File: src/rtl/rca_serial_addsub_64bit.sv
// rca_serial_addsub_64bit: multi-cycle add/sub rippling CHUNK bits per cycle with a registered inter-chunk carry
module rca_serial_addsub_64bit #(
    parameter int WIDTH = 64,
    parameter int CHUNK = 8
) (
    input  logic             i_clk,
    input  logic             i_rst,
    input  logic             i_valid,
    output logic             o_ready,
    input  logic [WIDTH-1:0] i_add_term1,
    input  logic [WIDTH-1:0] i_add_term2,
    input  logic             i_sub,
    output logic             o_valid,
    input  logic             i_ready,
    output logic [WIDTH:0]   o_result
);
    localparam int N  = WIDTH / CHUNK;
    localparam int IW = N > 1 ? $clog2(N) : 1;

    typedef enum logic [1:0] {IDLE, RUN, DONE} state_t;

    state_t           state, state_next;
    logic [WIDTH-1:0] a_q, b_q, acc, acc_next;
    logic [CHUNK-1:0] s;
    logic [IW-1:0]    idx;
    logic             sub_q, carry, c_out, last;

    generate
        if (WIDTH % CHUNK != 0 || N < 1) begin : g_width_check
            $error("WIDTH must be a positive multiple of CHUNK");
        end
    endgenerate

    // Operands shift right each cycle so the low CHUNK bits are always the live chunk
    always_comb begin
        {c_out, s} = {1'b0, a_q[CHUNK-1:0]} + {1'b0, b_q[CHUNK-1:0]} + {{CHUNK{1'b0}}, carry};
        acc_next   = (acc >> CHUNK) | (WIDTH'(s) << (WIDTH - CHUNK));
        last       = idx == IW'(N - 1);
        state_next = state == IDLE ? (i_valid ? RUN : IDLE) :
                     state == RUN  ? (last ? DONE : RUN) :
                                     (i_ready ? IDLE : DONE);
    end

    assign o_ready = state == IDLE;
    assign o_valid = state == DONE;

    always_ff @(posedge i_clk) begin
        if (i_rst) begin
            state    <= IDLE;
            o_result <= '0;
            idx      <= '0;
            carry    <= 1'b0;
        end else begin
            state <= state_next;
            if (state == IDLE && i_valid) begin
                a_q   <= i_add_term1;
                b_q   <= i_sub ? ~i_add_term2 : i_add_term2;
                sub_q <= i_sub;
                carry <= i_sub;
                idx   <= '0;
            end else if (state == RUN) begin
                a_q   <= a_q >> CHUNK;
                b_q   <= b_q >> CHUNK;
                acc   <= acc_next;
                carry <= c_out;
                idx   <= idx + 1'b1;
                if (last)
                    o_result <= {c_out ^ sub_q, acc_next};
            end
        end
    end
endmodule

File: config.mk
export PLATFORM = sky130hd
export DESIGN_NAME = rca_serial_addsub_64bit
export DESIGN_NICKNAME = d
export VERILOG_FILES = /design/src/rtl/rca_serial_addsub_64bit.sv
export SDC_FILE = /design/constraint.sdc
export NUM_CORES = 1
export LEC_CHECK = 0
export CORE_MARGIN = 2
export CORE_UTILIZATION = 56
export CTS_CLUSTER_DIAMETER = 60
export DETAILED_ROUTE_END_ITERATION = 6
export HOLD_SLACK_MARGIN = 0.03
export PLACE_DENSITY_LB_ADDON = 0.12
export SYNTH_ARGS = -nofsm -noshare
export SYNTH_HDL_FRONTEND = slang
export SYNTH_SLANG_ARGS = --single-unit
File: constraint.sdc
create_clock -name i_clk -period 19.5 [get_ports i_clk]
set_input_delay 2.925 -clock i_clk [delete_from_list [all_inputs] [get_ports i_clk]]
set_output_delay 2.925 -clock i_clk [all_outputs]
set_load 0.02 [all_outputs]
== Yosys cells after proc, flatten, opt, wreduce, memory -nomap -nowiden ==
Index checks and enable logic that the tools add are counted.
Word-level totals
  register bits: 264
  logic and storage cells: 39
  bits of input ports: 133
Cells by class
  eq/ne operators: 3
  reductions and logical operators: 8
  multiplexer cells: 12
  bitwise gates (word level): 5
  add/sub/neg operators: 3
Operators by type and width (number)
  $mux 64: 5
  $not 64->64: 1
  $or 56x64->64: 1
  $add 8x8->9: 1
  $add 9x1->9: 1
  $mux 2: 4
  $reduce_and 3->1: 2
  $reduce_and 2->1: 2
  $add 3x1->3 const B: 1
  $eq 3x3->1 const B: 1
  $mux 1: 3
  $eq 2x1->1 const B: 1
  $eq 2x2->1 const B: 1
  $logic_not 2->1: 1
  $not 1->1: 2
  $reduce_bool 2->1: 1
  $reduce_or 2->1: 1
  $logic_and 1x1->1: 1
  $xor 1x1->1: 1

== Longest topological paths before layout ==
Gate-level depths: netlist (run 1).
  word-level depth: 4
  gate-level depth with buffers: 8
  depth with buffers taken out: 8

== Least setup slack after synthesis (run 1) ==
OpenSTA, ideal clock, no wires.
  path kind: input -> register
  from: in i_valid
  to: reg a_q[0], enable pin
  library setup time: 0.657 ns
  stages: 5
  path buffers: 3
  required time: 18.843 ns
  data arrival time: 9.834 ns
  slack: 9.009 ns
  cells stage by stage: clkbuf_1 -> nand2_1 -> clkbuf_1 -> buf_2 -> a21oi_1
On the way
  cells in the longest elaborated chain, start to end: 3
RTL lines
  start, declared: RTL line 8  | input logic i_valid,
  $logic_and 1x1->1: RTL line 55  | if (state == IDLE && i_valid) begin
  $reduce_bool 2->1 (no source line)
  $reduce_and 2->1 (no source line)
  end signal, assigned: RTL line 56  | a_q <= i_add_term1;
  end signal, assigned: RTL line 62  | a_q <= a_q >> CHUNK;
  end, declared: RTL line 23  | logic [WIDTH-1:0] a_q, b_q, acc, acc_next;
No other way between the ends.
A chain may end at the register's enable or synchronous reset.

== Final worst setup path (run 1) ==
  from: reg state[1]
  to: out o_ready
On the way
  cells in the longest elaborated chain, start to end: 1
RTL lines
  start, declared: RTL line 22  | state_t state, state_next;
  start signal, assigned: RTL line 54  | state <= state_next;
  $logic_not 2->1: RTL line 44  | assign o_ready = state == IDLE;
  end, declared: RTL line 9  | output logic o_ready,
No other way between the ends.

==> results.txt, run 1 <==
- Post-layout net count: 1255
* Area inside the core boundary: 18100 um^2
- Starting density of the core: 0.574
- After legalization and detailed placement, the total HPWL measured 13200 um.
- Setup Slack @ Placement: 13990 ps
- Pre-antenna DRT Iters: 4
- Once detail routing completed, the nets flagged for antenna violations numbered 0.
* Share of total power in sequential cells: 0.504
* Global-route usage over all layers: 0.208
- Of all cell types, the one taking the most synthesized area is edfxtp_1.
- Yosys warns: 0
- Highest net fanout along the worst path: 11
- Clock Tree Root: clkbuf_16
- Share of the clock period used by the worst path after layout: 0.266
* Worst min path class: register to register
* Die width: 140 um
* Sum Neg Setup Slack: 0 ps
- The final hold violation count is 0.
* Number of placed cells counting well taps: 1311
* Rel. slew slack: 0.276
- The first global-routing pass estimated 32800 um of wire.
- Number of I/O pins: 200
* Largest net degree at the start of global routing: 124
- Detailed-route DRC error count: 0
- Max-Cap Viols: 0
- EDFF count, synth: 185
- The via count of the first global-routing pass is 6768.
* Number of cells traversed by the worst hold path: 0
- Wires add up to 20700 um.
- Part of the total power dissipated in combinational logic: 0.092
- After layout, the worst setup slack is 14310 ps.
- Static Leakage: 4.87 nW
- For the finished layout, the period the worst path requires is 5190 ps.
* Area share of the largest cell type after synthesis: 0.535
* Nets in the synthesized netlist: 1079
- At the worst endpoint, the arrival time is 2270 ps.
* Maximum resistive drop on vdd: 0.0000650 V
- The completed layout was analyzed and its total power is 1.25 mW.
* Count leader, synth: nand2_1
- The run finished with clean final reports.
* Count of antenna diodes in the layout: 0
- The detailed router placed 6961 vias in this run.
* Proportion of total power due to net switching: 0.218
- Synthesis inferred 256 register bits.
- Kind of critical path: register to primary output
* Cells after Synth: 935
- In the routed layout, each cell is associated on average with a via count of 5.12.
- Height of the die: 140 um
- Post-synth top cells: nand2_1, edfxtp_1, dfxtp_1
- The share of the Yosys chip area taken by registers is 0.672.
* Placer's final routability congestion estimate: 0.787
- Highest achievable clock rate: 0.193 GHz
- Cell area after synthesis: 10400 um^2
- The floorplan has 49 rows.
- Top cells by area in the synthesized netlist: edfxtp_1, dfxtp_1, nand2_1
- Clock edge transition at the registers on the reported setup and hold paths: 60 ps
- Worst Reg-to-Reg Cells: 4
- CP Launch Type: register
* Layout Skew: 17.8 ps
- Internal Pwr Total: 0.978 mW
- Post_cts resized: 0
- Port buffering added 199 buffers.
- The number of clock buffers added by TritonCTS is 27.
- Non-filler cells, final: 1360
- The clock passes through at most 3 buffers.
- Level count of the clock H-tree: 1
- WL per Instance: 15.2 um
* CP required: 16570 ps
- Mean area per synthesized cell: 11.1 um^2
- Synth unique cells: 37
- Final Slew Violations: 0
- Setup repair after global routing left no endpoint under its margin.
- Area Overhead vs Synth: 28.4%
* Share of final-layout standard cells stronger than drive strength 1: 0.0531
* Clk Latency, worst-skew pair: 530 ps
- The tree built by TritonCTS fans out to 256 sinks.
* Proportion of synthesized flip-flops having asynchronous set or reset: 0
- Count of hold-fix buffers inserted at cts: 0
- After clock tree synthesis, the setup repair step added 0 buffers.
- Portion of total power attributed to the clock network: 0.404
- Setup violations remaining at the end of the flow were counted as 0.
- Post-route worst hold slack: 440 ps
* Measured slew at the worst slew-check pin: 1090 ps
* DIE AREA: 19700 um^2
* Starting DRC count in detailed routing: 421
- Post-synth top flop: edfxtp_1
- In this run the power spent charging and discharging nets is 0.273 mW.
- Leftover overflow at the end of global routing: 0
* Ratio of total power to cell area: 93.8 nW/um^2
- The number of antenna violations at the first check in global routing is 2.
- TritonCTS built the clock tree.
* Crit path capture type: primary output
==> power by group through the flow <==
stage / Combinational, mW / Clock [mW] / Sequential [mW]
global placement: 0.112 / 0 / 0.642
CTS: 0.117 / 0.515 / 0.631
finish: 0.115 / 0.506 / 0.631
global route: 0.128 / 0.537 / 0.633
detailed placement: 0.116 / 0 / 0.642
floorplan: 0.0713 / 0 / 0.643
==> logic make-up after synthesis <==
family / Yosys count / synth area share
buffers and inverters: 63 / 0.0303
xor gates and xnor gates: 72 / 0.0607
DFF: 256 / 0.672
adders and majority gates: 11 / 0.0147
and+or+nand+nor: 390 / 0.148
AOI/OAI and AO/OA: 141 / 0.0730
muxes: 2 / 0.00193
==> final cells by class <==
type                       instances  area, um^2
fill                            1304        4750
sequential                       256        6980
multi-input combinational        616        3130
timing repair buffer             205        2030
tap                              229         287
clock inverter                     9        81.3
clock buffer                      40         816
inverter                           5        18.8
==> worst max-delay path: stages (launching register included) <==
cell             delay (ps)
dfxtp_1                 360
nor2_1                  630
clkdlybuf4s50_1         750
==> placed cells by master (no fill, tap or decap), types with 7 or more instances in the layout <==
cell type and instances:
nand2_1 343, clkdlybuf4s50_1 197, edfxtp_1 185, dfxtp_1 71, xnor2_1 70, a21oi_1 65
o21ai_0 58, clkbuf_16 28, nor2_1 15, and3_1 12, ha_1 9, clkbuf_8 7
buf_4 7
==> sequential cells by signal, indices dropped and copies added, names as in the netlist <==
register  flops
sub_q         1
b_q          64
acc          56
idx           3
carry         1
state         2
o_result     65
a_q          64
==> layer usage <==
| metal | share of wire | vias to the layer above | track usage |
|---|---|---|---|
| met2 | 0.52 | 200 | 0.367 |
| met3 | 0.057 | 46 | 0.0434 |
| met5 | 0.0013 | - | 0 |
| met1 | 0.40 | 3205 | 0.251 |
| li1 | - | 3506 | - |
| met4 | 0.027 | 4 | 0.0803 |
==> worst paths after layout <==
path / slack (ps) / to / start
worst max-delay path: 14310 / o_ready / state[1]
worst min-delay path: 440 / acc[13] / acc[21]
worst max register to register: 16620 / b_q[35] / state[1]
worst min register to register: 440 / acc[13] / acc[21]
==> metrics by stage <==
stage          area, um^2  utilization
6_report            13300        0.737
5_1_grt             13300        0.737
4_1_cts             13300        0.737
3_5_place_dp        12400        0.688
3_3_place_gp        12400        0.688
2_1_floorplan       10400            -
Power figures use the tool's default switching activity.
==> run 2: changes to the inputs <==
--- a/config.mk
+++ b/config.mk
@@ -6,7 +6,7 @@
 export NUM_CORES = 1
 export LEC_CHECK = 0
 export CORE_MARGIN = 2
-export CORE_UTILIZATION = 56
+export CORE_UTILIZATION = 47
 export CTS_CLUSTER_DIAMETER = 60
 export DETAILED_ROUTE_END_ITERATION = 6
 export HOLD_SLACK_MARGIN = 0.03
==> constraint.sdc (replaced) <==
create_clock -name i_clk -period 4.4 [get_ports i_clk]
set_input_delay 0.66 -clock i_clk [delete_from_list [all_inputs] [get_ports i_clk]]
set_output_delay 0.66 -clock i_clk [all_outputs]
set_load 0.02 [all_outputs]
==> results.txt, run 2 (synthesis gave the netlist of run 1 again) <==
* Clock edge transition at the registers on the reported setup and hold paths: 60 ps (about the same)
- The area growth from synthesis to layout is 29.8%.
- Switching Power: 1.21 mW (+340%)
- The worst-margin pin slew is 1090 ps (+3.63 ps).
- Worst reg2reg setup slack: 1880 ps (-14740 ps)
- The worst-case hold slack was 445 ps (+5.72 ps).
* Worst min path class: register to register
- Internal Pwr Total: 4.43 mW (+350%)
- TritonCTS built the clock tree.
* Layout Skew: 9.29 ps (-8.51 ps)
- The final estimated routing congestion in global placement came to 0.747 (-5.0%).
- Level count of the clock H-tree: 1 (unchanged)
- The share of the core filled with cells came to 0.620 (-0.118).
* Unrepaired setup endpoints after global routing: no
* Post-CTS Setup Repair Bufs: 0 (unchanged)
* Rel. slew slack: 0.274 (-0.00242)
- The post-route DRC violation count came to 0 (unchanged).
- Area inside the core boundary: 21800 um^2 (+20%)
- Post-layout net count: 1257 (+0.16%)
- The overall overflow remaining after global route came to 0 (unchanged).
* Number of cells traversed by the worst hold path: 0 (unchanged)
* Part of the total power dissipated in combinational logic: 0.090 (-0.002)
* Number of buffers inserted during clock tree synthesis: 28 (+3.7%)
* Post_cts resized: 0 (unchanged)
- Min Tclk post-route: 2930 ps
- WL per Instance: 14.8 um (-2.6%)
* Maximum buffer depth of the clock tree: 3 (unchanged)
* Portion of total power attributed to the clock network: 0.415 (+0.011)
- The count of input and output buffers is 199 (unchanged).
* Endpoint of the worst-slack reg-to-reg timing path: a_q[31]
- CP Launch Type: register
* Pre-antenna DRT Iters: 5 (+1)
- The startpoint identified for the worst register-to-register timing path is state[0].
- Dividing the final minimum period by the clock period gives 0.665.
* Crit path capture type: primary output
- The slack of the critical path is 1470 ps (-12830 ps).
- Number of placed cells counting well taps: 1363 (+4.0%)
- The final HPWL from detailed placement is 13600 um (+3.7%).
- Top library cells by usage in the layout, fill and taps aside: nand2_1, clkdlybuf4s50_1, edfxtp_1
- The overall power of the completed layout is 5.64 mW (+350%).
- The count of inserted antenna diode cells is 0 (unchanged).
- The final number of max-transition violations is 0 (unchanged).
* Height of the die: 153 um (+8.9%)
- The number of flip-flops under the largest register name came to 65 (unchanged).
- The register with the most flip-flops in the final layout is o_result.
- The post-place instance area came to 12500 um^2 (+0.77%).
- The number of antenna violations at the first check in global routing is 2 (unchanged).
- The global-route total usage across every layer is 0.176 (-0.0314).
* Non-filler cells, final: 1414 (+4.0%)
- Number of fill cells: 1784 (+37%)
- The sequential power share is 0.495 (-0.009).
* Maximum resistive drop on vdd: 0.000267 V (+310%)
* Setup Slack @ Placement: 1580 ps (-12410 ps)
- Most common cell after layout, fill and taps aside: nand2_1
* Highest achievable clock rate: 0.342 GHz
* Global-route wire length before repair: 33400 um (+1.7%)
* DIE AREA: 23300 um^2 (+19%)
* Kind of critical path: register to primary output
- The pin count of the biggest net entering global routing was 180 (+45%).
- Share of final-layout standard cells stronger than drive strength 1: 0.0520 (-0.00102)
- Remaining antenna violation count: 0 (unchanged)
* Ratio of total power to cell area: 419 nW/um^2 (+350%)
- Count of hold-fix buffers inserted at cts: 0 (unchanged)
* Proportion of total power due to net switching: 0.215 (-0.00328)
- The worst hold path terminates at acc[46].
- The insertion delay of the later-clocked pin in the worst-skew pair is 520 ps (about the same).
* Detail-routed via count per cell: 4.87 (-4.8%)
- The number of max-cap violations came to 0 (unchanged).
* Clock Tree Root: clkbuf_16
- Die width: 153 um (+8.9%)
- Starting density of the core: 0.478 (-0.0969)
- The count of clock tree sinks is 256 (unchanged).
- The final hold violation count was 0 (unchanged).
* WP data arrival: 2270 ps (about the same)
- The sum of negative setup slack came to 0 ps (unchanged).
- Total routed wirelength: 20900 um (+1.3%)
* Worst Reg-to-Reg Cells: 4 (unchanged)
- Hold wc startpoint: acc[54]
- Row count: 54 (+10%)
- Vias: 6888 (-1.0%)
- The number of DRC violations after detailed-routing iteration 0 was 390 (-7.4%).
- Highest net fanout along the worst path: 11 (unchanged)
* Static Leakage: 4.90 nW (+0.61%)
- The final number of setup-violating endpoints is 0 (unchanged).
* Number of I/O pins: 200 (unchanged)
* CP required: 3740 ps (-12830 ps)
* Post-route cell area: 13500 um^2 (+1.1%)
* Vias in the first global route: 6569 (-2.9%)
- Largest registers ranked by flip-flop count: o_result x65, a_q x64, b_q x64
* Outcome: finished clean
==> run 2: layout make-up <==
type / instances / area (um^2) / share of cell area
well taps: 280 / 350 / 0.0260
inverters: 5 / 18.8 / 0.00139
flip-flops and latches: 256 / 6980 / 0.518
clock buffers: 46 / 892 / 0.0662
repair buffers: 206 / 2060 / 0.153
multi-input cells: 616 / 3130 / 0.232
clock inverters: 5 / 53.8 / 0.00399
==> run 2: worst max-delay path by stage <==
stage	from	end	cells past startpoint
final	state[0]	o_ready	2
after global routing	state[0]	o_ready	2
after CTS	state[0]	o_ready	2
after detailed placement	i_valid	b_q[13]	4
after global placement	i_valid	b_q[13]	4
after floorplan	i_valid	a_q[0]	5
==> run 2: worst max-delay path, stage by stage, from the launching register on <==
cell and delay [ps]:
dfxtp_1 330, nor2_1 660, clkdlybuf4s50_1 750
==> run 2: layer usage <==
layer,GRT usage,part of all wire
met5,0,0.0011
met4,0.0441,0.019
met3,0.0501,0.069
met2,0.312,0.50
met1,0.213,0.41
==> run 2: power groups by stage <==
| stage | combinational [mW] | sequential (mW) | clock, mW |
|---|---|---|---|
| 2_1_floorplan | 0.318 | 2.84 | 0 |
| 3_3_place_gp | 0.508 | 2.84 | 0 |
| 3_5_place_dp | 0.518 | 2.85 | 0 |
| 4_1_cts | 0.520 | 2.80 | 2.39 |
| 5_1_grt | 0.575 | 2.81 | 2.48 |
| 6_report | 0.509 | 2.79 | 2.34 |
==> run 3: changes to the inputs <==
--- a/config.mk
+++ b/config.mk
@@ -6,7 +6,7 @@
 export NUM_CORES = 1
 export LEC_CHECK = 0
 export CORE_MARGIN = 2
-export CORE_UTILIZATION = 47
+export CORE_UTILIZATION = 52
 export CTS_CLUSTER_DIAMETER = 60
 export DETAILED_ROUTE_END_ITERATION = 6
 export HOLD_SLACK_MARGIN = 0.03
==> constraint.sdc (replaced) <==
create_clock -name i_clk -period 2.77 [get_ports i_clk]
set_input_delay 0.4155 -clock i_clk [delete_from_list [all_inputs] [get_ports i_clk]]
set_output_delay 0.4155 -clock i_clk [all_outputs]
set_load 0.02 [all_outputs]
==> results.txt, run 3 (synthesis gave the netlist of run 1 again) <==
- Crit path capture type: primary output
* Vias: 6959 (+1.0%)
* Highest net fanout along the worst path: 11 (unchanged)
- The proportion of total power due to net switching came to 0.220 (+0.00483).
* Detail-routed via count per cell: 4.97 (+2.1%)
- The critical path ends at o_ready.
- The final number of max-transition violations was 0 (unchanged).
* Maximum buffer depth of the clock tree: 3 (unchanged)
- Port Buffers: 199 (unchanged)
- Of the available clock period, the critical path in the final layout requires 0.822.
* Placer's final routability congestion estimate: 0.805 (+7.7%)
- Startpoint of the most critical setup path: state[0]
* Largest registers ranked by flip-flop count: o_result x65, a_q x64, b_q x64
- The worst setup path is of the register to primary output kind.
- The number of iterations in the first detailed-routing pass came to 5 (unchanged).
* Part of the total power dissipated in combinational logic: 0.098 (+0.008)
* Starting density of the core: 0.532 (+0.0545)
* Setup violation total in the final timing report: 0 (unchanged)
- Clock tree sinks: 256 (unchanged)
- Count of antenna diodes in the layout: 0 (unchanged)
- Share of final-layout standard cells stronger than drive strength 1: 0.0538 (+0.00176)
* Critical path's slowest cell: clkdlybuf4s50_1
- Static Leakage: 4.88 nW (-0.57%)
- The final hold violation count was 0 (unchanged).
- Internal Pwr Total: 6.64 mW (+50%)
- The final antenna-violating net count was 0 (unchanged).
- The worst-case hold slack was 284 ps (-161 ps).
* Post-CTS Setup Repair Bufs: 0 (unchanged)
* Global-route wire length before repair: 32900 um (-1.3%)
- The switching power total was 1.87 mW (+54%).
* Area Overhead vs Synth: 29.1%
- CTS tree: done
- Count of hold-fix buffers inserted at cts: 0 (unchanged)
- The final clock skew was 9.90 ps (+0.612 ps).
- Walking the worst path, the cells encountered are nor2_4, clkdlybuf4s50_1.
* Number of I/O pins: 200 (unchanged)
- Most common cell after layout, fill and taps aside: nand2_1
- Max-Cap Viols: 0 (unchanged)
- The register clock-pin slew on the reported worst setup and hold paths was 60 ps (about the same).
- The total wirelength of the detailed-routed design came to 20600 um (-1.5%).
* Detailed-route DRC error count: 0 (unchanged)
- CP Depth: 2 (unchanged)
- Clock Tree Root: clkbuf_16
- The insertion delay of the later-clocked pin in the worst-skew pair was 510 ps (about the same).
- Unrepaired setup endpoints after global routing: no
- The sequential power share was 0.521 (+0.026).
- The total buffers and inverters traversed by the critical path is 1 (unchanged).
- The number of antenna violations at the first check in global routing came to 2 (unchanged).
- Measured slew at the worst slew-check pin: 719 ps (-370 ps)
- The width of the chip came to 145 um (-4.8%).
- Min Tclk post-route: 2280 ps
- Non-filler cells, final: 1399 (-1.1%)
- Top library cells by usage in the layout, fill and taps aside: nand2_1, clkdlybuf4s50_1, edfxtp_1
* DIE AREA: 21100 um^2 (-9.4%)
- The total power per unit cell area is 635 nW/um^2 (+52%).
- The maximum level of the CTS H-tree was 1 (unchanged).
- The total clock buffers created by CTS was 25 (-11%).
* WL per Instance: 14.7 um (-0.44%)
- Starting DRC count in detailed routing: 412 (+5.6%)
- The worst setup path is launched from a register.
- Endpoint of the worst-slack reg-to-reg timing path: acc[63]
- The peak supply drop was 0.000377 V (+41%).
- The floorplan row count is 51 (-5.6%).
- Height of the die: 145 um (-4.8%)
- Highest achievable clock rate: 0.439 GHz
- The largest stage delay on the critical path came to 680 ps (-70 ps).
- WP data arrival: 1860 ps (-410 ps)
- The via count of the first global-routing pass is 6572 (+0.046%).
- Worst reg2reg setup slack: 670 ps (-1210 ps)
- The clock share of power came to 0.380 (-0.035).
- The run finished with clean final reports.
- The quantity of gates resized following cts was 0 (unchanged).
- The tightest min-delay check is of the primary input to register type.
- CP required: 2350 ps (-1390 ps)
* Global-route usage over all layers: 0.192 (+0.0152)
* Area inside the core boundary: 19500 um^2 (-10%)
- Worst Reg-to-Reg Cells: 6 (+2)
- Startpoint of the lowest-slack register-to-register path: a_q[0]
* Number of placed cells counting well taps: 1355 (-0.59%)
- Among cell families on the critical path, the largest total delay comes from buffers and inverters.
- Most flop-heavy register: o_result
- Half-perimeter wire length after detailed placement: 13600 um (-0.49%)
- Max reg flops: 65 (unchanged)
- Leftover overflow at the end of global routing: 0 (unchanged)
- The headroom to the max-slew limit came to 0.521 (+0.247).
- The pin count of the biggest net entering global routing is 180 (unchanged).
* Post-layout net count: 1261 (+0.32%)
-- run 3: changes by cell type in the layout (fill, tap and decap cells not counted), moves of 2 or more --
cell / before / now
clkbuf_16: 31 / 25
clkbuf_8: 6 / 1
buf_12: 2 / 6
clkbuf_1: 9 / 5
buf_4: 6 / 9
clkinv_1: 0 / 3
clkinv_2: 3 / 5
-- run 3: cell type report --
cell class	count	area, um^2
clock buffer	31	658
clock inverter	13	121
timing repair buffer	213	2160
inverter	5	18.8
multi-input combinational	616	3140
fill	1542	6110
tap	265	332
sequential	256	6980
-- run 3: power by group through the flow --
stage | logic (mW) | registers, mW | clock network, mW
after floorplan | 0.517 | 4.50 | 0
after global placement | 0.825 | 4.52 | 0
after detailed placement | 0.845 | 4.52 | 0
after CTS | 0.849 | 4.44 | 3.31
after global routing | 0.937 | 4.46 | 3.45
final | 0.837 | 4.44 | 3.24
-- run 3: worst min-delay path by stage --
stage          startpoint  endpoint  slack (ps)  cells after the start
2_1_floorplan     acc[18]   acc[10]         430                      0
3_3_place_gp      acc[55]   acc[47]         430                      0
3_5_place_dp      acc[63]   acc[55]         430                      0
4_1_cts             i_rst  state[1]         270                      2
5_1_grt             i_rst  state[0]         300                      2
6_report            i_rst  state[1]         280                      2
-- run 3: routing by layer --
layer	GRT usage	part of all wire	routed length (um)	vias up
met3	0.0379	0.066	1360	36
met1	0.250	0.42	8710	3217
met4	0.0554	0.024	494	2
met2	0.328	0.49	10100	196
li1	-	-	-	3508
met5	0	0.00078	16	-
-- run 3: through the flow --
stage                     setup TNS (ps)   util  setup WS, ps  power, mW  instance area, um^2
after floorplan                   -83950      -          -656       5.02                10500
after global placement                 0  0.647           464       5.34                12600
after detailed placement               0  0.647           423       5.37                12600
after CTS                              0  0.687           470       8.60                13400
after global routing                   0  0.687           432       8.84                13400
final                                  0  0.687           493       8.52                13400
